### config.mk
export PLATFORM = sky130hd
export DESIGN_NAME = gcd_req_queue
export DESIGN_NICKNAME = d
export VERILOG_FILES = /design/src/rtl/gcd_pkg.sv /design/src/rtl/gcd_fifo.sv /design/src/rtl/gcd_req_queue.sv
export SDC_FILE = /design/constraint.sdc
export NUM_CORES = 1
export LEC_CHECK = 0
export CAP_MARGIN = 30
export CORE_AREA = 2 2 110 112
export CTS_BUF_LIST = sky130_fd_sc_hd__clkbuf_4 sky130_fd_sc_hd__clkbuf_8
export CTS_CLUSTER_DIAMETER = 150
export DETAILED_ROUTE_END_ITERATION = 6
export DIE_AREA = 0 0 112 114
export PLACE_DENSITY = 0.88
export REMOVE_ABC_BUFFERS = 1
export SYNTH_ARGS = -nofsm -noshare
export SYNTH_HDL_FRONTEND = slang
export SYNTH_SLANG_ARGS = --single-unit
export TNS_END_PERCENT = 5
### constraint.sdc
create_clock -name clk -period 2.49 [get_ports clk]
set_clock_uncertainty 0.1 [all_clocks]
set_input_delay 0.3735 -clock clk [delete_from_list [all_inputs] [get_ports clk]]
set_output_delay 0.3735 -clock clk [all_outputs]
set_load 0.01 [all_outputs]
### src/rtl/gcd_pkg.sv
// gcd_pkg: shared widths, the packed {A, B} operand word and default sizing
// for gcd_req_queue and its FIFOs.
package gcd_pkg;

   localparam int GCD_W         = 16;
   localparam int REQ_W         = 2 * GCD_W;
   localparam int DEF_DEPTH     = 4;
   localparam int DEF_TAG_W     = 4;
   localparam int DEF_TAG_DEPTH = 2;

   typedef struct packed {
      logic [GCD_W-1:0] a;
      logic [GCD_W-1:0] b;
   } gcd_req_t;

   // Pointer width that stays at least one bit wide for a single-entry FIFO.
   function automatic int ptr_w(input int depth);
      return (depth > 1) ? $clog2(depth) : 1;
   endfunction

endpackage

### src/rtl/gcd_fifo.sv
// gcd_fifo: synchronous FIFO with asynchronous active-high reset.
// The head output reads as zero while the FIFO is empty.
module gcd_fifo
   import gcd_pkg::*;
#(
   parameter int W     = REQ_W,
   parameter int DEPTH = DEF_DEPTH
) (
   input  logic         clk,
   input  logic         reset,
   input  logic         i_push,
   input  logic [W-1:0] i_data,
   input  logic         i_pop,
   output logic [W-1:0] o_head,
   output logic         o_full,
   output logic         o_empty
);

   localparam int PTR_W = ptr_w(DEPTH);
   localparam int CNT_W = $clog2(DEPTH) + 1;
   localparam int SLOTS = 1 << PTR_W;

   logic [W-1:0]     r_mem [SLOTS];
   logic [PTR_W-1:0] r_wr_ptr;
   logic [PTR_W-1:0] r_rd_ptr;
   logic [CNT_W-1:0] r_count;
   logic             w_do_push;
   logic             w_do_pop;

   assign o_full    = (r_count == CNT_W'(DEPTH));
   assign o_empty   = (r_count == '0);
   assign w_do_push = i_push && !o_full;
   assign w_do_pop  = i_pop && !o_empty;
   assign o_head    = o_empty ? '0 : r_mem[r_rd_ptr];

   always_ff @(posedge clk or posedge reset) begin
      if (reset) begin
         r_wr_ptr <= '0;
         r_rd_ptr <= '0;
         r_count  <= '0;
      end else begin
         if (w_do_push) r_wr_ptr <= r_wr_ptr + PTR_W'(1);
         if (w_do_pop)  r_rd_ptr <= r_rd_ptr + PTR_W'(1);
         case ({w_do_push, w_do_pop})
            2'b10:   r_count <= r_count + CNT_W'(1);
            2'b01:   r_count <= r_count - CNT_W'(1);
            default: r_count <= r_count;
         endcase
      end
   end

   // Storage needs no reset: the head is masked while the FIFO is empty.
   always_ff @(posedge clk) begin
      if (w_do_push) r_mem[r_wr_ptr] <= i_data;
   end

endmodule

### src/rtl/gcd_req_queue.sv
// gcd_req_queue: buffers host {A, B} words, issues them to gcd_coprocessor with a
// sequence tag and returns each result with its tag. GCD_REQ_STATS_EN adds stat counters.
module gcd_req_queue
   import gcd_pkg::*;
#(
   parameter int DEPTH     = DEF_DEPTH,
   parameter int TAG_W     = DEF_TAG_W,
   parameter int TAG_DEPTH = DEF_TAG_DEPTH
) (
   input  logic             clk,
   input  logic             reset,
   input  logic             req_val,
   input  logic [REQ_W-1:0] req_bits,
   output logic             req_rdy,
   output logic             operands_val,
   output logic [GCD_W-1:0] operands_bits_A,
   output logic [GCD_W-1:0] operands_bits_B,
   input  logic             operands_rdy,
   input  logic             result_val_in,
   input  logic [GCD_W-1:0] result_bits_in,
   output logic             result_rdy_out,
   output logic             resp_val,
   output logic [GCD_W-1:0] resp_bits,
   output logic [TAG_W-1:0] resp_tag,
   input  logic             resp_rdy,
   output logic             err_orphan
`ifdef GCD_REQ_STATS_EN
   ,
   output logic [15:0]      stat_issued,
   output logic [15:0]      stat_returned
`endif
);

   gcd_req_t         w_op_head;
   logic             w_op_full;
   logic             w_op_empty;
   logic [TAG_W-1:0] w_tag_head;
   logic             w_tag_full;
   logic             w_tag_empty;
   logic             w_accept;
   logic             w_issue;
   logic             w_resp_fire;
   logic             w_orphan;
   logic [TAG_W-1:0] r_tag_ctr;
   logic             r_err_orphan;

   gcd_fifo #(.W(REQ_W), .DEPTH(DEPTH)) u_op_fifo (
      .clk     (clk),
      .reset   (reset),
      .i_push  (w_accept),
      .i_data  (req_bits),
      .i_pop   (w_issue),
      .o_head  (w_op_head),
      .o_full  (w_op_full),
      .o_empty (w_op_empty)
   );

   // Holds the tags of jobs inside the coprocessor, oldest at the head.
   gcd_fifo #(.W(TAG_W), .DEPTH(TAG_DEPTH)) u_tag_fifo (
      .clk     (clk),
      .reset   (reset),
      .i_push  (w_issue),
      .i_data  (r_tag_ctr),
      .i_pop   (w_resp_fire),
      .o_head  (w_tag_head),
      .o_full  (w_tag_full),
      .o_empty (w_tag_empty)
   );

   assign req_rdy         = !w_op_full;
   assign w_accept        = req_val && req_rdy;

   assign operands_val    = !w_op_empty && !w_tag_full;
   assign operands_bits_A = w_op_head.a;
   assign operands_bits_B = w_op_head.b;
   assign w_issue         = operands_val && operands_rdy;

   // A result with no outstanding tag is left stalled rather than dropped.
   assign resp_val        = result_val_in && !w_tag_empty;
   assign resp_bits       = result_bits_in;
   assign resp_tag        = w_tag_head;
   assign result_rdy_out  = resp_rdy && !w_tag_empty;
   assign w_resp_fire     = resp_val && resp_rdy;
   assign w_orphan        = result_val_in && w_tag_empty;
   assign err_orphan      = r_err_orphan;

   always_ff @(posedge clk or posedge reset) begin
      if (reset) begin
         r_tag_ctr    <= '0;
         r_err_orphan <= 1'b0;
      end else begin
         if (w_issue)  r_tag_ctr    <= r_tag_ctr + TAG_W'(1);
         if (w_orphan) r_err_orphan <= 1'b1;
      end
   end

`ifdef GCD_REQ_STATS_EN
   logic [15:0] r_stat_issued;
   logic [15:0] r_stat_returned;

   always_ff @(posedge clk or posedge reset) begin
      if (reset) begin
         r_stat_issued   <= '0;
         r_stat_returned <= '0;
      end else begin
         if (w_issue)     r_stat_issued   <= r_stat_issued + 16'd1;
         if (w_resp_fire) r_stat_returned <= r_stat_returned + 16'd1;
      end
   end

   assign stat_issued   = r_stat_issued;
   assign stat_returned = r_stat_returned;
`endif

endmodule

==> out/metrics.sh <==
STATUS='completed'
P_SW_uW=2750
INITIAL_UTILIZATION=0.526
CTS-ROOT-TO-SINK-BUFFERS=2
NETSWITCHINGFRACTION=0.294
LAYOUT-DRIVE-GT1-SHARE=0.310
PLACED_CELLS_INCL_TAPS=517
SLEW_HEADROOM=0.574
SYNTH_FF_TYPE='sky130_fd_sc_hd__edfxtp_1'
FINAL_CELL_COUNT_NO_FILL=553
DIE_H_UM=114
SYNTH.AREA.TOP_CELLS='sky130_fd_sc_hd__edfxtp_1 66%, sky130_fd_sc_hd__mux4_2 12%, sky130_fd_sc_hd__dfrtp_1 6.5%'
ROUTED_WIRELENGTH_UM=11200
YOSYSUNIQUECELLTYPES=29
TOTAL_LEAKAGE_POWER_uW=0.00268
MAX_CAP_VIOLATIONS=0
HOLD_VIOL=0
DRT_PASS1_ITERATIONS=4
CLOCK_SINKS=152
PRE_CTS_WS_NS=0.115
CTS_ROOT_BUFFER='sky130_fd_sc_hd__clkbuf_8'
FINAL.MIN_CLOCK_PERIOD_NS=2.45
GP_ROUTABILITY_CONGESTION=0.700
POST_DRT_VIA_CELL_RATIO=5.48
CLOCK_INSERTION_DELAY_WORST_SKEW_NS=0.43
FILL_CELLS=815
SYNTH-SEQ-AREA-SHARE=0.728
WORST_EP_ARRIVAL_TIME_NS=2.70
SYNTH.TOP_CELL.AREA_SHARE=0.663
FIN_NETS=458
PLACEMENTROWS=40
R2R-START='u_op_fifo.r_count[0]'
CTS_MAX_LEVEL=4
REGTOREGSETUPSLACK_NS=0.04
POST-DP-HPWL_UM=6630
PWRDENS_nW_PER_UM2=1240
POST-ROUTE-UTIL=0.644
POWER_FRAC_SEQ=0.397
WORSTSETUPSTARTPOINTTYPE='flop'
GLOBAL_ROUTE.USAGE.TOTAL=0.183
GRT_START_MAX_NET_PINS=33
MIN_PERIOD_OVER_PERIOD=0.982
CTS_MADE_BUFFERS=17
VDD_IR_DROP_MAX_uV=629
SLEW_VIOLATIONS=0
MIN_PATH_TYPE='in -> async'
COMBINATIONALPOWERSHARE=0.399
SYNTH.YOSYS.WARNINGS=0
TIMING.REG2REG.WORST_PATH_DEPTH=10
SYNTH.LARGEST_AREA_CELL='sky130_fd_sc_hd__edfxtp_1'
GRT_ANTENNA_BEFORE_REPAIR=0
TIMING.CRITICAL_PATH.TO_TYPE='flop'
WHS_NS=0.229
TIMING.FINAL.SETUP_VIOLATIONS=0
NUMBER_OF_GLOBAL_ROUTE_VIAS_BEFORE_REPAIR=3369
WORST_R2R_ENDPOINT='u_op_fifo.r_count[2]'
NETLIST_AREA_UM2=6160
PLACED_CELL_AREA_UM2=7070
WP_DATA_REQUIRED_NS=2.75
NUMBER_OF_INPUT_AND_OUTPUT_PORT_BUFFERS_INSERTED=78
ANTENNA-DIODE-COUNT=0
CTS_HOLD_REPAIR.BUFFERS=0
CRIT_PATH_MAX_FANOUT=6
FINAL_WORST_SETUP_SLACK_NS=0.0440
POSTSYNTHREGISTERBITS=152
SYNTH.MOST_COMMON_CELL='sky130_fd_sc_hd__edfxtp_1'
SYNTH_ENABLE_FLOP_CELLS=136
RSZ0062_AT_GRT='yes'
DRC=0
AREA_GROWTH_SYN_TO_LAYOUT_PCT=22.5
TRANSITION_AT_THE_PIN_WITH_THE_SMALLEST_MAX_TRANSITION_SLACK_NS=0.638
SYNTH_COMMONEST_CELLS='136 x sky130_fd_sc_hd__edfxtp_1, 33 x sky130_fd_sc_hd__and2_1, 32 x sky130_fd_sc_hd__mux4_2'
NETLIST_INSTANCES=310
WIRE_LENGTH_OF_THE_FIRST_GLOBAL_ROUTING_PASS_UM=17400
INTERNAL_POWER_uW=6630
DETAIL_ROUTE.ITER0.VIOLATIONS=150
CLOCK_NETWORK_FRACTION_OF_DESIGN_POWER=0.204
POSTLAYOUTCELLAREA_UM2=7540
ROUTEDWLPERCELL_UM=20.2
ROUTED-VIA-COUNT=3032
MAX_FREQ_MHz=409
ASYNC_FLOP_SHARE=0.105
POSTSYNTHAREAPERCELL_UM2=19.9
DESIGN.CORE.AREA_UM2=11700
GRT_OVERFLOW=0
DRTANTENNAVIOLNETS=0
CTS_TREE='yes'
DIE-AREA_UM2=12800
IO_PINS=111
PATH_CLK_SLEW_NS=0.07
DIE_WIDTH_UM=112
CRITICALPATHCATEGORY='reg -> reg'
[power groups by stage]
stage / logic (uW) / clock network [uW] / registers [uW]
final: 3740 / 1910 / 3720
after global routing: 4030 / 2030 / 3780
after CTS: 3530 / 1940 / 3710
after detailed placement: 3680 / 0 / 3770
after global placement: 3610 / 0 / 3720
after floorplan: 1830 / 0 / 3840
[area by class of cell]
| type | instances | area (um^2) | area share |
|---|---|---|---|
| inverters | 9 | 33.8 | 0.00448 |
| repair buffers | 96 | 988 | 0.131 |
| well taps | 147 | 184 | 0.0244 |
| clock inverters | 11 | 158 | 0.0209 |
| clock buffers | 18 | 241 | 0.0320 |
| flip-flops and latches | 152 | 4490 | 0.595 |
| multi-input cells | 120 | 1450 | 0.192 |
[cell families after synthesis]
| logic type | Yosys count | share of synthesized area |
|---|---|---|
| AO/OA/AOI/OAI | 1 | 0.00122 |
| XOR/XNOR | 14 | 0.0199 |
| adder cells (fa/ha/maj) | 8 | 0.0175 |
| buffers and inverters | 38 | 0.0439 |
| flip-flops | 152 | 0.728 |
| multiplexers | 39 | 0.129 |
| AND/OR/NAND/NOR | 58 | 0.0596 |
[metrics by stage]
stage	total power [uW]	TNS, ns
after floorplan	5670	-7.32
after global placement	7330	0
after detailed placement	7450	0
after CTS	9180	-0.771
after global routing	9840	-0.0738
final	9380	0
[how the worst max path moves through the flow]
stage,start,to,depth (start not counted)
floorplan,u_op_fifo.r_rd_ptr[0],operands_bits_A[0],2
global placement,operands_rdy,u_op_fifo.r_count[2],9
detailed placement,operands_rdy,u_op_fifo.r_count[2],9
CTS,u_op_fifo.r_rd_ptr[0],operands_bits_B[1],4
global route,u_op_fifo.r_count[0],u_op_fifo.r_count[2],10
finish,u_op_fifo.r_count[0],u_op_fifo.r_count[2],10
[layer usage]
| layer | global-route usage | share of wire | up-vias |
|---|---|---|---|
| li1 | - | - | 1338 |
| met1 | 0.221 | 0.42 | 1577 |
| met2 | 0.308 | 0.50 | 100 |
| met3 | 0.0600 | 0.059 | 17 |
| met4 | 0.0707 | 0.016 | 0 |
| met5 | 0 | 0 | - |
[flip-flops by register name, indices dropped and copies added (netlist names)]
register / cells
u_op_fifo.r_rd_ptr: 2
err_orphan: 1
r_tag_ctr: 4
u_op_fifo.r_mem: 128
u_tag_fifo.r_count: 2
u_tag_fifo.r_wr_ptr: 1
u_op_fifo.r_wr_ptr: 2
u_tag_fifo.r_mem: 8
u_op_fifo.r_count: 3
u_tag_fifo.r_rd_ptr: 1
[timing repair]
item | in CTS | in global routing
resized for setup | 104 | 31
setup buffers | 4 | 0
endpoints found under the setup margin | 33 | 15
gates cloned | 1 | 2
pin swaps | 0 | 3
[critical path: stages (launching register included)]
cell and delay (ns):
sky130_fd_sc_hd__dfrtp_1 0.40, sky130_fd_sc_hd__buf_4 0.15, sky130_fd_sc_hd__or3b_4 0.42, sky130_fd_sc_hd__and2_4 0.19
sky130_fd_sc_hd__inv_1 0.06, sky130_fd_sc_hd__ha_2 0.18, sky130_fd_sc_hd__inv_1 0.05, sky130_fd_sc_hd__fa_1 0.37
sky130_fd_sc_hd__xor2_1 0.16, sky130_fd_sc_hd__nor2_1 0.12, sky130_fd_sc_hd__xor2_1 0.16
[cells in the final DEF, fill, tap and decap left out, drive strengths merged, types with 2 or more instances in the layout]
cell           Yosys  routed
nand4              3       3
nor2b              2       2
clkbuf             5      22
ha                 7       7
clkinv             0       4
clkdlybuf4s15      0       9
inv                9       9
dfrtp             16      16
xnor2             10      10
edfxtp           136     136
xor2               4       4
buf               24      37
and3               5       5
clkinvlp           0       3
and2              34      34
mux2i              5       5
mux2               2       2
clkdlybuf4s50      0      45
nor2               9       9
bufinv             0       4
mux4              32      32
Power figures use the tool's default switching activity.
